===== config.mk =====
export PLATFORM = sky130hd
export DESIGN_NAME = led_fade_pwm
export DESIGN_NICKNAME = d
export VERILOG_FILES = /design/src/rtl/led_fade_pwm_pkg.sv /design/src/rtl/led_fade_pwm_channel.sv /design/src/rtl/led_fade_pwm.sv
export SDC_FILE = /design/constraint.sdc
export NUM_CORES = 1
export LEC_CHECK = 0
export CAP_MARGIN = 20
export CORE_ASPECT_RATIO = 1.25
export CORE_MARGIN = 10
export CORE_UTILIZATION = 63
export CTS_CLUSTER_DIAMETER = 150
export DETAILED_ROUTE_END_ITERATION = 8
export HOLD_SLACK_MARGIN = 0.02
export PLACE_DENSITY = 0.82
export SLEW_MARGIN = 10
export SYNTH_ARGS = -nofsm -noshare
export SYNTH_HDL_FRONTEND = slang
export SYNTH_SLANG_ARGS = --single-unit

===== constraint.sdc =====
create_clock -name clk -period 3.5 [get_ports clk]
set_clock_uncertainty 0.15 [all_clocks]
set_input_delay 1.05 -clock clk [delete_from_list [all_inputs] [get_ports clk]]
set_output_delay 1.05 -clock clk [all_outputs]
set_load 0.005 [all_outputs]

===== src/rtl/led_fade_pwm_pkg.sv =====
// Shared constants for the LED output stage: channel count, PWM width, pin polarity.
package led_fade_pwm_pkg;

    localparam int unsigned LEDS_NR_DEF    = 3;
    localparam int unsigned PWM_BITS_DEF   = 8;
    localparam int unsigned STEP_DIV_DEF   = 27000;
    localparam bit          ACTIVE_LOW_DEF = 1'b1;

    function automatic int unsigned duty_max(input int unsigned bits);
        return (32'd1 << bits) - 32'd1;
    endfunction

endpackage


===== src/rtl/led_fade_pwm_channel.sv =====
// One LED channel: saturating duty ramp toward its target, PWM comparator, registered pin.
module led_pwm_channel
    import led_fade_pwm_pkg::*;
#(
    parameter int unsigned PWM_BITS   = PWM_BITS_DEF,
    parameter bit          ACTIVE_LOW = ACTIVE_LOW_DEF
)(
    input  logic                clk,
    input  logic                rst,
    input  logic                en,
    input  logic                step_tick,
    input  logic [PWM_BITS-1:0] pwm_cnt,
    input  logic                target,
    output logic                led_pwm,
    output logic                busy
);

    localparam logic [PWM_BITS-1:0] DUTY_MAX = PWM_BITS'(duty_max(PWM_BITS));

    logic [PWM_BITS-1:0] duty;
    logic [PWM_BITS-1:0] duty_tgt;
    logic                lit;

    // Full duty is forced lit so the pwm_cnt==MAX cycle does not blink off.
    always_comb begin
        duty_tgt = target ? DUTY_MAX : '0;
        lit      = (duty == DUTY_MAX) || (pwm_cnt < duty);
    end

    assign busy = (duty != duty_tgt);

    always_ff @(posedge clk or negedge rst) begin
        if (!rst) begin
            duty    <= '0;
            led_pwm <= ACTIVE_LOW;
        end else begin
            if (!en) begin
                duty <= duty_tgt;
            end else if (step_tick) begin
                if (target && duty != DUTY_MAX)
                    duty <= duty + 1'b1;
                else if (!target && duty != '0)
                    duty <= duty - 1'b1;
            end
            led_pwm <= (en ? lit : target) ^ ACTIVE_LOW;
        end
    end

endmodule


===== src/rtl/led_fade_pwm.sv =====
// LED output stage: registers the blink pattern and fades each pin via per-channel PWM.
module led_fade_pwm
    import led_fade_pwm_pkg::*;
#(
    parameter int unsigned LEDS_NR    = LEDS_NR_DEF,
    parameter int unsigned PWM_BITS   = PWM_BITS_DEF,
    parameter int unsigned STEP_DIV   = STEP_DIV_DEF,
    parameter bit          ACTIVE_LOW = ACTIVE_LOW_DEF
)(
    input  logic               clk,
    input  logic               rst,
    input  logic               en,
    input  logic [LEDS_NR-1:0] leds_in,
    output logic [LEDS_NR-1:0] led_pwm,
    output logic               busy
);

    localparam int unsigned     PS_W    = $clog2(STEP_DIV);
    localparam logic [PS_W-1:0] PS_LAST = PS_W'(STEP_DIV - 1);

    logic [LEDS_NR-1:0]  leds_q;
    logic [PS_W-1:0]     prescaler;
    logic [PWM_BITS-1:0] pwm_cnt;
    logic                step_tick;
    logic [LEDS_NR-1:0]  ch_busy;

    assign step_tick = (prescaler == PS_LAST);

    // busy is masked in bypass so the one-cycle duty catch-up never shows.
    always_ff @(posedge clk or negedge rst) begin
        if (!rst) begin
            leds_q    <= '0;
            prescaler <= '0;
            pwm_cnt   <= '0;
            busy      <= 1'b0;
        end else begin
            leds_q    <= leds_in;
            prescaler <= step_tick ? '0 : prescaler + 1'b1;
            pwm_cnt   <= pwm_cnt + 1'b1;
            busy      <= en & (|ch_busy);
        end
    end

    for (genvar i = 0; i < LEDS_NR; i++) begin : g_ch
        led_pwm_channel #(
            .PWM_BITS   (PWM_BITS),
            .ACTIVE_LOW (ACTIVE_LOW)
        ) u_ch (
            .clk       (clk),
            .rst       (rst),
            .en        (en),
            .step_tick (step_tick),
            .pwm_cnt   (pwm_cnt),
            .target    (leds_q[i]),
            .led_pwm   (led_pwm[i]),
            .busy      (ch_busy[i])
        );
    end

endmodule


# Yosys cells after proc, flatten, opt, wreduce, memory -nomap -nowiden
# Cells that the tools add are included.
[totals]
latchBits = 0
elab_cells = 77
rom_bits = 0
n_memories = 0
mem_bits_rw = 0
register_bits = 54
output_inout_bits = 4
input_bits = 6
[classes]
shifts = 0
div_mod_pow = 0
mux = 19
n_reduce_logical = 19
n_addsub = 8
eq_ne = 14
n_bitwise = 4
magnitude_cmp = 3
mul = 0
[ops]
columns = ["operator", "n"]
rows = [
  ["2-to-1 mux 8 bit", 15],
  ["adder 8 x 1 -> 8 bit, second input constant", 4],
  ["equality test 8 bit, second input constant", 3],
  ["< comparator 8 bit", 3],
  ["!= test 8 bit", 3],
  ["!= test 8 bit, second input constant", 3],
  ["nonzero test 8 bit", 3],
  ["subtractor 8 x 1 -> 8 bit, second input constant", 3],
  ["adder 15 x 1 -> 15 bit, second input constant", 1],
  ["equality test 15 bit, second input constant", 1],
  ["2-to-1 mux 15 bit", 1],
  ["!= test 3 x 1 -> 1 bit, second input constant", 3],
  ["logical AND 1 bit", 6],
  ["AND reduction 2 bit", 3],
  ["zero test 1 bit", 3],
  ["logical OR 1 bit", 3],
  ["2-to-1 mux 1 bit", 3],
  ["NOT 1 bit", 3],
  ["OR reduction 3 bit", 1],
  ["!= test 2 x 1 -> 1 bit, second input constant", 1],
  ["bitwise AND 1 bit", 1],
]

# Logic depth before layout (Yosys ltp)
[depth]
word_depth = 6
ltp_mapped = 10
ltp_nobuf = 10

# Modules after synthesis
# A second synthesis with hierarchy kept.
[unflattened]
hier_cells = 438
area_unflattened_um2 = 4020.1
[modules_own_cells]
columns = ["mod", "seq_area_each_um2", "instances", "cells_per_inst", "area_per_inst_um2"]
rows = [
  ["led_pwm_channel", 226.5, 3, 114, 958.4],
  ["led_fade_pwm", 675.6, 1, 96, 1144.8],
]

# Worst setup path before layout
# OpenSTA, ideal clock, no wires.
[synth_timing]
path_kind = "register to register"
startpoint = "register g_ch[1].u_ch.duty[0]"
endpoint = "register g_ch[1].u_ch.duty[7]"
path_buffers = 0
setup_slack_ns = 0.401
required_ns = 3.204
t_arrival_ns = 2.803
synth_period_minus_slack_ns = 3.099
path_stages_with_launch = 10
setup_ns = 0.146
cell_sequence = "dfrtp_1 > nand4_1 > o21ai_0 > ha_1 > a21oi_1 > o211ai_1 > o41ai_1 > mux2i_1 > o21ai_0 > o311ai_0"
[synth_via]
elab_chain_len = 5
word_cells_on_any_way = 12
cone_classes = "add/sub: 2; eq/ne: 2; mux: 4; reduce/logical: 4"
[synth_rtl]
columns = ["element", "line_no", "source"]
rows = [
  ["from (decl)", "led_fade_pwm_channel.sv:20", "logic [PWM_BITS-1:0] duty;"],
  ["from (signal assigned)", "led_fade_pwm_channel.sv:38", "duty <= duty_tgt;"],
  ["from (signal assigned)", "led_fade_pwm_channel.sv:41", "duty <= duty + 1'b1;"],
  ["from (signal assigned)", "led_fade_pwm_channel.sv:43", "duty <= duty - 1'b1;"],
  ["subtractor 8 x 1 -> 8 bit / != test 8 bit (equally long branches)", "led_fade_pwm_channel.sv:43, led_fade_pwm_channel.sv:40", ""],
  ["2-to-1 mux 8 bit / logical AND 1 bit (equally long branches)", "led_fade_pwm_channel.sv:42, led_fade_pwm_channel.sv:40", ""],
  ["2-to-1 mux 8 bit", "led_fade_pwm_channel.sv:40", "if (target && duty != DUTY_MAX)"],
  ["2-to-1 mux 8 bit", "led_fade_pwm_channel.sv:39", "end else if (step_tick) begin"],
  ["2-to-1 mux 8 bit", "led_fade_pwm_channel.sv:37", "if (!en) begin"],
]
# Several ways; a longest one is shown, not always the timed one. The select of a mux whose other input is x is not followed.
# A chain may end at the register's enable or synchronous reset.

# Worst setup path after layout
[layout_timing]
startpoint = "register g_ch[2].u_ch.duty[1]"
endpoint = "register g_ch[2].u_ch.duty[7]"
[layout_via]
elab_chain_len = 5
word_cells_on_any_way = 12
cone_classes = "add/sub: 2; eq/ne: 2; mux: 4; reduce/logical: 4"
[layout_rtl]
columns = ["element", "line_no"]
rows = [
  ["from (decl)", "led_fade_pwm_channel.sv:20"],
  ["from (signal assigned)", "led_fade_pwm_channel.sv:38"],
  ["from (signal assigned)", "led_fade_pwm_channel.sv:41"],
  ["from (signal assigned)", "led_fade_pwm_channel.sv:43"],
  ["subtractor 8 x 1 -> 8 bit / != test 8 bit (equally long branches)", "led_fade_pwm_channel.sv:43, led_fade_pwm_channel.sv:40"],
  ["2-to-1 mux 8 bit / logical AND 1 bit (equally long branches)", "led_fade_pwm_channel.sv:42, led_fade_pwm_channel.sv:40"],
  ["2-to-1 mux 8 bit", "led_fade_pwm_channel.sv:40"],
  ["2-to-1 mux 8 bit", "led_fade_pwm_channel.sv:39"],
  ["2-to-1 mux 8 bit", "led_fade_pwm_channel.sv:37"],
]
# Several ways; a longest one is shown, not always the timed one. The select of a mux whose other input is x is not followed.

==> results.md <==
* Status: completed
* # hold bufs at CTS at 0
* Synth top cells by count: dfrtp_1, ha_1, a21oi_1
* Area Overhead vs Synth at 6.66%
* Share of layout cells above drive strength 1 at 8.45%
* HPWL after detailed placement at 5.89 mm
* Hold Fails Final Rpt at 0
* Max-slew violation count at 0
* Met3 routed WL at 149 um
* Crit Path Max Fanout at 10
* Worst Path Class, Setup: reg2reg
* Total negative slack at 0 ns
* Rel. slew slack at 55.8%
* CTS root buffer: clkbuf_8
* Initial antenna violation count at 0
* Total congestion overflow at 0
* # diodes at 0
* Top_reg_cell synth: dfrtp_1
* Switching fraction of total power at 36.4%
* Drt total wl at 7.59 mm
* Initial DRC count at 126
* Syn Area/Cell at 9.30 um^2
* Met1 WL at 3.37 mm
* Final instance area at 4130 um^2
* First-pass GRT wire length at 14.0 mm
* Worst slew pin tran at 0.660 ns
* Routed wl met2 at 3.99 mm
* Clock power share at 19.8%
* Required @ worst endpoint at 3.55 ns
* RR Startpoint: g_ch[2].u_ch.duty[1]
* Worst hold start: prescaler[0]
* Worst reg2reg path endpoint: g_ch[2].u_ch.duty[7]
* DRT antenna net count at 0
* Cell Area, Synth at 3870 um^2
* Port Buffers at 9
* Flop pwr share at 42.0%
* Hold EP: prescaler[0]
* Via count at 3023
* Cell with the most instances after synthesis: dfrtp_1
* Largest net degree at the start of global routing at 27
* Syn_nets at 469
* R2R cell count at 10
* Peak VDD IR at 0.000275 V
* Gpl congestion at 0.867
* Cell Rows at 31
* Hold Path Class: reg2reg
* RSZ-0062 raised after global routing: no
* Maxcap violations at 0
* Power Dens Cells at 455 nW/um^2
* Core area at 5900 um^2
* # setup viols final at 0
* Final period utilization at 92.6%
* Final core utilization at 70.0%
* Vias per inst at 5.95
* Worst-path clk slew at 0.09 ns
* Vias in the first global route at 3065
* Final nets at 478
* Share of the synthesized area in the top cell type at 33.0%
* CTS tree: done
* Number of flops mapped to enable cells by yosys at 0
* Fmax at 0.309 GHz
* Worst path arrival time at 3.29 ns
* Die Ht at 108 um
* Register area share after synthesis at 35.0%
* Crit path capture type: register
* Post-Syn Instances at 416
* DRT Pass-1 Iters at 4
* Max Root-Sink Buffers at 2
* Netlist cell types at 51
* Clock net sink count at 54
* Cell internal pwr at 1.19 mW
* Skew-Pair Late Insertion Delay at 0.31 ns
* Worst hold path cell count at 1
* Psw at 683 uW
* Ys async rst share at 100%
* Synth top area cells: dfrtp_1, ha_1, a21oi_1
* Setup crit start kind: register
* Post-DP Area at 4020 um^2
* Die footprint at 9700 um^2
* Initial Utilization at 65.6%
* Cts bufs inserted at 5
* Boundary pin count at 10
* DRC at 0
* H-tree level count at 2
* Synthesis-stage register bit count at 54
* DR top layer: met4
* Setup bufs post-CTS at 0
* Die X at 90.1 um
* R2r setup slk at 0.26 ns
* All-Layer GR Usage at 16.8%
* LEAKAGE at 1.98 nW
* Routed wire length per instance at 14.9 um
* Post-CTS Resized at 0
* Final min period at 3.24 ns
* YS warnings at 0
* Combinational Power Share at 38.2%
* Post-synth top area cell: dfrtp_1
## worst max-delay path by stage
stage | slack, ns | start | to
after floorplan | 0.40 | g_ch[1].u_ch.duty[0] | g_ch[1].u_ch.duty[7]
after global placement | 0.35 | g_ch[2].u_ch.duty[5] | g_ch[2].u_ch.duty[7]
final | 0.26 | g_ch[2].u_ch.duty[1] | g_ch[2].u_ch.duty[7]
after global routing | 0.008 | g_ch[2].u_ch.duty[5] | g_ch[2].u_ch.duty[7]
after CTS | 0.22 | g_ch[0].u_ch.duty[5] | g_ch[0].u_ch.duty[7]
after detailed placement | 0.24 | g_ch[0].u_ch.duty[5] | g_ch[0].u_ch.duty[7]
## layout make-up
type                            instances  area, um^2
Inverter                               30         113
Fill cell                             472        1770
Clock inverter                          2        12.5
Sequential cell                        54        1360
Clock buffer                            6        82.6
Multi-Input combinational cell        319        2330
Tap cell                               82         103
Timing Repair Buffer                   15         130
## cell usage in the layout, fill, tap and decap left out, drive strengths merged, types with 7 or more instances in the layout
| master | Yosys | layout |
|---|---|---|
| nand4 | 9 | 9 |
| o21ai | 9 | 9 |
| dfrtp | 51 | 51 |
| ha | 44 | 44 |
| clkdlybuf4s50 | 0 | 8 |
| xor2 | 14 | 14 |
| inv | 30 | 30 |
| nor3 | 9 | 9 |
| buf | 7 | 7 |
| nor4 | 8 | 8 |
| xnor2 | 16 | 16 |
| a21o | 19 | 19 |
| nor2 | 39 | 39 |
| nand2 | 21 | 21 |
| nand3 | 21 | 21 |
| a21oi | 43 | 43 |
## critical path: stages, from the launching register on
cell      delay, ns
dfrtp_1        0.45
inv_1          0.09
or4_4          0.53
nand2_1        0.29
ha_1           0.30
a21oi_1        0.21
o211ai_1       0.14
o41ai_1        0.44
mux2_2         0.39
nand3_1        0.08
nand3_1        0.06
## stage by stage
| stage | std cells | power, mW | hold slack, ns | setup WS [ns] |
|---|---|---|---|---|
| 2_1_floorplan | 416 | 1.35 | 0.298 | 0.401 |
| 3_3_place_gp | 500 | 1.48 | 0.314 | 0.347 |
| 3_5_place_dp | 500 | 1.51 | 0.319 | 0.237 |
| 4_1_cts | 508 | 1.88 | 0.330 | 0.220 |
| 5_1_grt | 508 | 2.02 | 0.370 | 0.00841 |
| 6_report | 508 | 1.88 | 0.324 | 0.259 |
## routing by layer
layer	track usage, %	vias to the layer above
met1	19.7	1481
li1	-	1509
met2	31.3	25
met5	0	-
met4	4.67	0
met3	2.37	8
## sequential cells by signal, indices dropped and copies added, names as in the netlist
name	count
g_ch.u_ch.duty	24
prescaler	15
busy	1
pwm_cnt	8
leds_q	3
g_ch.u_ch.led_pwm	3
## cell families (layout without fill, tap and decap cells)
logic type | count (synthesis) | count (layout) | synth area share, %
and+or+nand+nor | 133 | 133 | 18.2
AOI/OAI and AO/OA | 100 | 100 | 16.6
DFF | 54 | 54 | 35.0
adders and majority gates | 47 | 47 | 15.8
buffers and inverters | 43 | 53 | 4.92
xor gates and xnor gates | 30 | 30 | 6.79
muxes | 9 | 9 | 2.72
## power groups by stage
stage	sequential, mW	clock, mW	combinational [mW]
global route	0.806	0.402	0.817
detailed placement	0.801	0	0.711
global placement	0.798	0	0.680
floorplan	0.775	0	0.574
CTS	0.789	0.379	0.714
finish	0.789	0.372	0.716
No activity file was read; power rests on OpenSTA's default activity.
